==> src/rtl/seq_alu_reg.sv <==
// Registered ALU with Start/Busy/Done handshake, shift-add multiply and accumulate mode.
// Optional Zero/Carry flag outputs are enabled by defining SEQ_ALU_FLAGS_EN.
module seq_alu_reg #(
    parameter int WIDTH = 4
) (
    input  logic               Clock,
    input  logic               Reset,
    input  logic               Start,
    input  logic [2:0]         Opcode,
    input  logic [WIDTH-1:0]   A,
    input  logic [WIDTH-1:0]   B,
    input  logic               UseReg,
    output logic               Busy,
    output logic               Done,
    output logic [2*WIDTH-1:0] Result
`ifdef SEQ_ALU_FLAGS_EN
    ,
    output logic               Zero,
    output logic               Carry
`endif
);

    localparam int RW = 2 * WIDTH;
    localparam int CW = $clog2(WIDTH + 1);

    typedef enum logic {
        S_IDLE,
        S_MUL
    } state_t;

    typedef enum logic [2:0] {
        OP_ADD     = 3'b000,
        OP_SUB     = 3'b001,
        OP_NORNAND = 3'b010,
        OP_ANYSET  = 3'b011,
        OP_XORXNOR = 3'b100,
        OP_MUL     = 3'b101,
        OP_SHL     = 3'b110,
        OP_HOLD    = 3'b111
    } op_t;

    state_t          state;
    state_t          state_nx;
    op_t             op;
    logic            accept;
    logic            mul_last;
    logic [WIDTH-1:0] opb;
    logic [WIDTH:0]  sum;
    logic [WIDTH:0]  diff;
    logic [RW-1:0]   alu_res;
    logic [RW-1:0]   mcand;
    logic [RW-1:0]   acc;
    logic [RW-1:0]   prod;
    logic [WIDTH-1:0] mplier;
    logic [CW-1:0]   cnt;

    assign op       = op_t'(Opcode);
    assign accept   = Start && (state == S_IDLE);
    assign opb      = UseReg ? Result[WIDTH-1:0] : B;
    assign sum      = {1'b0, A} + {1'b0, opb};
    // Bit WIDTH of the extended difference is the borrow (set when A < B).
    assign diff     = {1'b0, A} - {1'b0, opb};
    assign mul_last = (state == S_MUL) && (cnt == CW'(WIDTH - 1));
    // Final partial product folded in combinationally so the product lands on the last step edge.
    assign prod     = acc + (mplier[0] ? mcand : '0);

    always_comb begin
        alu_res = Result;
        case (op)
            OP_ADD:     alu_res = RW'(sum);
            OP_SUB:     alu_res = RW'(diff);
            OP_NORNAND: alu_res = {~(A | opb), ~(A & opb)};
            OP_ANYSET:  alu_res = {{WIDTH{|(A | opb)}}, {WIDTH{1'b0}}};
            OP_XORXNOR: alu_res = {A ^ opb, ~(A ^ opb)};
            OP_SHL: begin
                if (int'(A) >= RW)
                    alu_res = '0;
                else
                    alu_res = RW'(opb) << A;
            end
            default:    alu_res = Result;
        endcase
    end

    always_ff @(posedge Clock) begin
        if (Reset)
            state <= S_IDLE;
        else
            state <= state_nx;
    end

    always_comb begin
        state_nx = state;
        case (state)
            S_IDLE:  if (accept && (op == OP_MUL)) state_nx = S_MUL;
            S_MUL:   if (mul_last) state_nx = S_IDLE;
            default: state_nx = S_IDLE;
        endcase
    end

    always_comb begin
        Busy = (state == S_MUL);
    end

    always_ff @(posedge Clock) begin
        if (Reset) begin
            Result <= '0;
            Done   <= 1'b0;
            acc    <= '0;
            mcand  <= '0;
            mplier <= '0;
            cnt    <= '0;
        end else begin
            Done <= 1'b0;
            if (accept) begin
                case (op)
                    OP_MUL: begin
                        acc    <= '0;
                        mcand  <= RW'(A);
                        mplier <= opb;
                        cnt    <= '0;
                    end
                    OP_HOLD: Done <= 1'b1;
                    default: begin
                        Result <= alu_res;
                        Done   <= 1'b1;
                    end
                endcase
            end else if (state == S_MUL) begin
                if (mplier[0])
                    acc <= acc + mcand;
                mcand  <= mcand << 1;
                mplier <= mplier >> 1;
                cnt    <= cnt + CW'(1);
                if (mul_last) begin
                    Result <= prod;
                    Done   <= 1'b1;
                end
            end
        end
    end

`ifdef SEQ_ALU_FLAGS_EN
    always_ff @(posedge Clock) begin
        if (Reset) begin
            Zero  <= 1'b0;
            Carry <= 1'b0;
        end else if (accept && (op != OP_MUL) && (op != OP_HOLD)) begin
            Zero <= (alu_res == '0);
            case (op)
                OP_ADD:  Carry <= sum[WIDTH];
                OP_SUB:  Carry <= diff[WIDTH];
                default: Carry <= 1'b0;
            endcase
        end else if (mul_last) begin
            Zero  <= (prod == '0);
            Carry <= |prod[RW-1:WIDTH];
        end
    end
`endif

endmodule

==> config.mk <==
export PLATFORM = sky130hd
export DESIGN_NAME = seq_alu_reg
export DESIGN_NICKNAME = d
export VERILOG_FILES = /design/src/rtl/seq_alu_reg.sv
export SDC_FILE = /design/constraint.sdc
export NUM_CORES = 1
export LEC_CHECK = 0
export CAP_MARGIN = 20
export CORE_ASPECT_RATIO = 2
export CORE_UTILIZATION = 45
export DETAILED_ROUTE_END_ITERATION = 10
export GPL_TIMING_DRIVEN = 0
export PLACE_DENSITY = 0.65
export SLEW_MARGIN = 40
export SYNTH_ARGS = -nofsm -noshare
export SYNTH_HDL_FRONTEND = slang
export SYNTH_SLANG_ARGS = --single-unit
==> constraint.sdc <==
create_clock -name Clock -period 2.69 [get_ports Clock]
set_input_delay 0.538 -clock Clock [delete_from_list [all_inputs] [get_ports Clock]]
set_output_delay 0.538 -clock Clock [all_outputs]
set_load 0.02 [all_outputs]
# Word-level counts from Yosys, hierarchy flattened
# Cells that the tools add are included.
dict set report op_classes {
  reduce_logical 12
  shifts 1
  n_eq_ne 11
  add_sub_neg 5
  n_bitwise 7
  n_mux 28
  n_lt_le_gt_ge 1
}
# cell count
set ops {}
lappend ops {{2-to-1 mux 8 bit} 13}
lappend ops {{case mux 8 bit (6 select lines)} 1}
lappend ops {{adder 8 bit} 2}
lappend ops {{2-to-1 mux 4 bit} 4}
lappend ops {{equality test 3 bit (second input constant)} 4}
lappend ops {{NOT 4 bit} 3}
lappend ops {{equality test 3 x 2 -> 1 bit (second input constant)} 3}
lappend ops {{2-to-1 mux 3 bit} 3}
lappend ops {{left shift 4 x 4 -> 8 bit} 1}
lappend ops {{!= test 7 x 1 -> 1 bit (second input constant)} 1}
lappend ops {{2-to-1 mux 1 bit} 6}
lappend ops {{nonzero test 2 bit} 3}
lappend ops {{adder 4 x 4 -> 5 bit} 1}
lappend ops {{subtractor 4 x 4 -> 5 bit} 1}
lappend ops {{AND 4 bit} 1}
lappend ops {{>= comparator 4 bit (second input constant)} 1}
lappend ops {{OR 4 bit} 1}
lappend ops {{AND reduction 4 bit} 1}
lappend ops {{OR reduction 4 bit} 1}
lappend ops {{XOR 4 bit} 1}
lappend ops {{adder 3 x 1 -> 3 bit (second input constant)} 1}
lappend ops {{equality test 3 x 1 -> 1 bit (second input constant)} 1}
lappend ops {{logical AND 1 bit} 3}
lappend ops {{zero test 3 bit} 1}
lappend ops {{7 further kinds} 7}
dict set report word_totals {
  reg_bits 33
  elab_cells 72
  in_bits 15
  out_inout_bits 10
}

# Longest topological paths before layout
# Gate-level depths: netlist of the first run.
dict set report logic_depth {
  depth_word 6
  mapped_depth 11
  depth_no_buf 10
}

# Worst setup path after synthesis of the first run
# OpenSTA, ideal clock, no wires.
dict set report synth_timing {
  path_type {in2reg}
  start {input UseReg}
  end {register Result[3]}
  arrival_ns 2.618
  setup_time_ns 0.067
  setup_slack_ns 0.004
  cell_stages 10
  path_buffers 1
  path_cell_list {buf_2 -> mux2i_1 -> ha_1 -> mux2i_1 -> ha_1 -> a21o_1 -> a21oi_1 -> xor2_1 -> a211o_1 -> a21oi_2}
}
dict set report synth_between {
  elab_chain_cells 6
}
# item line
set synth_lines {}
lappend synth_lines {{start: declaration} 12} ;# input logic UseReg,
lappend synth_lines {{2-to-1 mux 4 bit *} 59} ;# assign opb = UseReg ? Result[WIDTH-1:0] : B;
lappend synth_lines {{left shift 4 x 4 -> 8 bit, or another cell as far along} 79} ;# alu_res = RW'(opb) << A;
lappend synth_lines {{2-to-1 mux 8 bit, or another cell as far along} 76} ;# if (int'(A) >= RW)
lappend synth_lines {{case mux 8 bit (6 select lines) *} 69} ;# case (op)
lappend synth_lines {{2-to-1 mux 8 bit *} 116} ;# case (op)
lappend synth_lines {{2-to-1 mux 8 bit *} 115} ;# if (accept) begin
lappend synth_lines {{end signal: assignment} 125} ;# Result <= alu_res;
lappend synth_lines {{end signal: assignment} 136} ;# Result <= prod;
lappend synth_lines {{end: declaration} 15} ;# output logic [2*WIDTH-1:0] Result
# Every way passes the cells marked *; elsewhere a longest branch is shown, timed or not. The select of a mux whose other input is x is not followed.
# A chain may end at the register's enable or synchronous reset.

# Final worst setup path of the first run
dict set report layout_timing {
  start {input A[1]}
  end {register Result[5]}
}
dict set report layout_between {
  elab_chain_cells 5
}
# item line
set layout_lines {}
lappend layout_lines {{start: declaration} 10} ;# input logic [WIDTH-1:0] A,
lappend layout_lines {{>= comparator 4 bit, or another cell as far along} 76}
lappend layout_lines {{2-to-1 mux 8 bit, or another cell as far along} 76}
lappend layout_lines {{case mux 8 bit (6 select lines) *} 69}
lappend layout_lines {{2-to-1 mux 8 bit *} 116}
lappend layout_lines {{2-to-1 mux 8 bit *} 115}
# Marks and branches as above.

==> results of run 1 <==
[final cells by class]
class / count / area (um^2)
Clock buffer: 7 / 142.6
Buffer: 21 / 117.6
Tap cell: 84 / 105.1
Fill cell: 594 / 2502
Inverter: 18 / 67.56
Sequential cell: 33 / 660.6
Timing Repair Buffer: 32 / 296.5
Clock inverter: 1 / 30.03
Multi-Input combinational cell: 299 / 2133
[layout by cell type, fill, tap and decap left out, types with 6 or more instances in the layout]
master / count
a211oi_1: 7
a21oi_1: 33
a31oi_1: 8
and2_1: 7
buf_4: 13
clkbuf_1: 11
clkdlybuf4s50_1: 19
dfxtp_1: 33
ha_1: 27
inv_1: 17
mux2i_1: 6
nand2_1: 35
nand2b_1: 6
nand3_1: 12
nor2_1: 44
nor3_1: 9
o21ai_0: 13
xnor2_1: 9
[state kept, by name, indices dropped and copies added, names as in the netlist]
| register | cells |
|---|---|
| mplier | 4 |
| mcand | 8 |
| Done | 1 |
| acc | 8 |
| Busy | 1 |
| Result | 8 |
| cnt | 3 |
[Yosys cell counts (5+ instances only)]
cell	count
nor2_1	45
a21oi_1	35
nand2_1	35
dfxtp_1	33
ha_1	29
inv_1	17
o21ai_0	13
nand3_1	12
clkbuf_1	11
mux2i_1	11
nor3_1	9
xnor2_1	9
a211oi_1	8
a31oi_1	8
and2_1	7
buf_2	6
nand2b_1	6
a21o_1	5
nor2b_1	5
xor2_1	5
[timing repair]
action                                  4_1_cts  5_1_grt
hold endpoints to repair                      0        0
pin swaps                                     1        1
buffers inserted                              5        5
endpoints found under the setup margin        7        5
gates resized for setup                      22       13
hold buffers                                  0        0
[power groups by stage]
stage	clock network, mW	registers (mW)	logic [mW]
CTS	0.682	0.524	0.392
global placement	0	0.532	0.352
detailed placement	0	0.532	0.357
finish	0.679	0.524	0.423
floorplan	0	0.540	0.219
global route	0.703	0.526	0.453
[layer usage]
metal  track usage  vias to the layer above  part of all wire
met5             0                        -                 0
met4        0.1968                        0             0.062
met3       0.03842                       30             0.028
met2        0.5801                       70              0.57
met1        0.2591                     1354              0.34
li1              -                     1416                 -
[cell families after synthesis]
kind of cell,share of synthesized area
AND/OR/NAND/NOR,0.2249
AO/OA/AOI/OAI,0.2363
buffers and inverters,0.05787
flip-flops,0.2315
adder cells (fa/ha/maj),0.1482
XOR/XNOR,0.04296
multiplexers,0.05831
[final timing paths]
path	from	to	slack, ns	depth (start not counted)
max	A[1]	Result[5]$_SDFFE_PP0P_	0.07	8
max reg2reg	mplier[0]$_SDFFE_PP0P_	Result[4]$_SDFFE_PP0P_	0.26	10
min reg2reg	acc[7]$_SDFFE_PP0P_	acc[7]$_SDFFE_PP0P_	0.48	1
min	acc[7]$_SDFFE_PP0P_	acc[7]$_SDFFE_PP0P_	0.48	1
[per-stage QoR]
step	setup WS, ns	utilization	std cells	hold WS, ns
detailed placement	-1.080	0.5250	477	0.4824
CTS	0.0005562	0.5715	490	0.4896
global placement	-1.043	0.5250	477	0.4692
finish	0.06872	0.5868	495	0.4840
floorplan	0.004472	-	371	0.4577
global route	0.006384	0.5868	495	0.5140
[worst register-to-register path: cells and delay by family, from the launching register on]
kind                     cells  cell delay, ns
adder cells (fa/ha/maj)      2            0.61
buffers and inverters        2            0.32
AND/OR/NAND/NOR              2            0.33
flip-flops                   1            0.43
AO/OA/AOI/OAI                4            0.67
==> results_dict.tcl, run 1 <==
set metrics [dict create \
    status "finished, final reports clean" \
    synth_ff_type "dfxtp_1" \
    grt_max_degree 11 \
    drive_above_1_share 0.1192 \
    setup_viol 0 \
    power_frac_comb 0.260 \
    yosysUniqueCellTypes 58 \
    cellPowerDensity_mw_per_mm2 457.6 \
    relSlewSlack 0.4950 \
    cp_top_family "compound AO/OA/AOI/OAI gates" \
    pin_count 25 \
    arrival_ns 2.82 \
    viasPerCell 5.798 \
    syn-instance-count 371 \
    grt.total_usage 0.2943 \
    drtIter0Drc 133 \
    cp-start-kind "input pin" \
    dpl-instance-area_mm2 0.003179 \
    cp-end-kind "register" \
    power_frac_clock 0.418 \
    critical_path.cell_chain "clkdlybuf4s50_1, inv_2, ha_1, a22oi_1, o21ai_0, a41o_1, o21bai_1, a211oi_1" \
    syn_nets 418 \
    fp.dieArea_mm2 0.006684 \
    synth-seq-cells 33 \
    cp.required_ns 2.89 \
    grt_pass1_wl_um 14180 \
    post-route-period-util 0.9745 \
    antenna_cells 0 \
    grt_pass1_vias 2837 \
    synth_largest_area_cell "dfxtp_1" \
    fmax_mhz 381.5 \
    drt_wl_total_um 9139 \
    synth-seq-area-share 0.2315 \
    cp_slowest_cell "clkdlybuf4s50_1" \
    hold_viol 0 \
    clk_latency_ns 0.28 \
    min_path_type "reg2reg" \
    synth_edf_count 0 \
    die_width_um 58.31 \
    place.gp.congestion 0.9132 \
    ir_drop_mv 0.5331 \
    finalClockSkew_ns 0.002148 \
    die_h_um 114.6 \
    cts.sinks 33 \
    power_leakage_nw 1.421 \
    path_clk_slew_ns 0.05 \
    worst_pin_slew_ns 0.7495 \
    syn_area_mm2 0.002854 \
    switchingPower_uw 475.5 \
    maxSlewViolCount 0 \
    vias 2870 \
    yosys-top-cells-area "dfxtp_1, ha_1, a21oi_1" \
    critPathBufInv 2 \
    postSynthAreaPerCell_um2 7.693 \
    fin_area_mm2 0.003553 \
    start_util 0.4713 \
    fin_nets 457 \
    dpl.hpwl_um 7171 \
    tns_ns 0 \
    h-tree-depth 2 \
    cp_max_fo 10 \
    synthArstFlopShare 0 \
    first_pass_iters 4 \
    core_mm2 0.006056 \
    synth_top_area_frac 0.2315 \
    port_buffers 22 \
    grt_overflow_total 0 \
    cts_max_path_buffers 2 \
    ant_nets 0 \
    areaGrowthSynthToFinish_pct 24.51 \
    switching_share 0.2924 \
    rows 40 \
    numCtsBuffers 5 \
    pwr-share-seq 0.322 \
    slowest_delay_ns 0.77 \
    wl_per_cell_um 18.46 \
    ys_warn_count 0 \
    crit_type "in2reg" \
    internal-power_mw 1.150 \
    tritoncts "done" \
    cts_root_buf "clkbuf_16" \
    power_mw 1.626 \
    antenna_found_initial 0 \
    rsz0062_at_grt "false" \
    period_minus_slack_ns 2.621 \
    maxCapViolCount 0 \
    drc_errors 0 \
]
Note: power is estimated with default switching activity, not from simulation.
==> inputs of run 2 (changes only) <==
Settings changed: CORE_MARGIN from default to 3.
==> run 2 against run 1 <==
Sequential power about the same. Utilization is 0.97 points higher. Final cell count grew 0.61%. Clock skew is 0.0043 ns higher. Largest power group unchanged.
==> results_dict.tcl, run 2 (synthesized netlist as in run 1, its figures left out) <==
set metrics [dict create \
    largestRegisters "Result (8), acc (8), mcand (8)" \
    tritoncts "done" \
    grt_pass1_wl_um 15140 \
    slowest_delay_ns 0.45 \
    drc_errors 0 \
    final_util 0.5965 \
    dpl.hpwl_um 7328 \
    antenna_cells 0 \
    final-seq-area_um2 660.6 \
    arrival_ns 2.78 \
    fmax_mhz 387.4 \
    critPathBufInv 2 \
    tns_ns 0 \
    start_util 0.4713 \
    cp_slowest_cell "dfxtp_1" \
    crit_top_cell "nand2_1" \
    cp-start-kind "register" \
    antenna_found_initial 0 \
    whs_ns 0.4855 \
    drtIter0Drc 183 \
    h-tree-depth 2 \
    path_clk_slew_ns 0.06 \
    period_minus_slack_ns 2.581 \
    post-route-period-util 0.9596 \
    min_path_type "reg2reg" \
    ir_drop_mv 0.5021 \
    grt_overflow_total 0 \
    port_buffers 22 \
    vias 2919 \
    cp_top_family "compound AO/OA/AOI/OAI gates" \
    die_width_um 62.31 \
    grt_max_degree 11 \
    cts.sinks 33 \
    rows 40 \
    cts_max_path_buffers 2 \
    first_pass_iters 5 \
    num-fill-cells 578 \
    cts_root_buf "clkbuf_16" \
    cp_max_fo 10 \
    numCtsBuffers 5 \
    maxSlewViolCount 0 \
    grt.total_usage 0.2667 \
    areaGrowthSynthToFinish_pct 26.57 \
    pin_count 25 \
    layout_commonest_cell "nor2_1" \
    maxCapViolCount 0 \
    power_leakage_nw 1.474 \
    rsz0062_at_grt "true" \
    cellPowerDensity_mw_per_mm2 455.8 \
    cp-end-kind "register" \
    clk_latency_ns 0.28 \
    grt_pass1_vias 2899 \
    hold_viol 0 \
    core_mm2 0.006056 \
    multi_input_area_mm2 0.002161 \
    die_h_um 118.6 \
    place.gp.congestion 0.9336 \
    worst_pin_slew_ns 0.8466 \
    final_cell_mix "nor2_1, nand2_1, dfxtp_1, a21oi_1, ha_1" \
    ant_nets 0 \
    crit_type "reg2reg" \
    finalClockSkew_ns 0.006429 \
    drive_above_1_share 0.1329 \
    drt_wl_total_um 9497 \
    fp.dieArea_mm2 0.007392 \
    fin_nets 460 \
    relSlewSlack 0.4296 \
    cp.required_ns 2.89 \
    viasPerCell 5.861 \
    setup_viol 0 \
    critical_path.cell_chain "clkbuf_2, nand2_1, inv_1, ha_1, a211oi_1, o21ai_0, a41oi_1, xnor2_1, nand2_1, a311oi_1" \
    wl_per_cell_um 19.07 \
    status "finished, final reports clean" \
]
-- run 2: metrics by stage --
step / cells / total power, mW / cell area (um^2) / worst slack [ns]
finish: 498 / 1.646 / 3612 / 0.1086
global route: 498 / 1.700 / 3612 / -0.05898
CTS: 491 / 1.618 / 3491 / 0.0004581
detailed placement: 477 / 0.8914 / 3179 / -1.086
global placement: 477 / 0.8872 / 3179 / -1.101
floorplan: 371 / 0.7587 / 2854 / 0.004472
-- run 2: cell type report --
type | count | area share
Buffer | 21 | 0.03360
Clock buffer | 7 | 0.03949
Clock inverter | 1 | 0.008313
Inverter | 18 | 0.01870
Multi-Input combinational cell | 299 | 0.5982
Sequential cell | 33 | 0.1829
Tap cell | 84 | 0.02910
Timing Repair Buffer | 35 | 0.08971
-- run 2: metal layers --
metal  up-vias  track usage  wire [um]
met5         -            0          0
met4         0       0.2047        697
met3        41      0.03422        285
met2        81       0.4959       5259
met1      1372       0.2587       3254
li1       1425            -          -
-- run 2: repair_timing --
action | 4_1_cts | 5_1_grt
endpoints found under the hold margin | 0 | 0
hold buffers | 0 | 0
setup buffers | 6 | 7
resized for setup | 26 | 18
endpoints found under the setup margin | 7 | 4
pin swaps | 2 | 4
-- run 2: report_power, final --
part / switching (mW) / total, mW / internal (mW)
clock: 0.221 / 0.683 / 0.463
combinational: 0.248 / 0.439 / 0.191
sequential: 0.0195 / 0.524 / 0.504
-- run 2: worst paths after layout --
path / startpoint / endpoint / slack [ns] / depth (start not counted)
min reg2reg: mcand[6]$_SDFFE_PP0P_ / mcand[7]$_SDFFE_PP0P_ / 0.49 / 2
min: mcand[6]$_SDFFE_PP0P_ / mcand[7]$_SDFFE_PP0P_ / 0.49 / 2
max: mplier[0]$_SDFFE_PP0P_ / Result[7]$_SDFFE_PP0P_ / 0.11 / 10
max reg2reg: mplier[0]$_SDFFE_PP0P_ / Result[7]$_SDFFE_PP0P_ / 0.11 / 10
-- run 2: worst register-to-register path, stage by stage (launching register included) --
cell      delay [ns]
dfxtp_1         0.45
clkbuf_2        0.26
nand2_1         0.12
inv_1           0.08
ha_1            0.23
a211oi_1        0.35
o21ai_0         0.22
a41oi_1         0.33
xnor2_1         0.16
nand2_1         0.07
a311oi_1        0.24
==> inputs of run 3 (changes only) <==
Settings changed: CAP_MARGIN 20 to default.
==> results of run 3 <==
Final layout, timing and power as in run 2 (identical DEF).
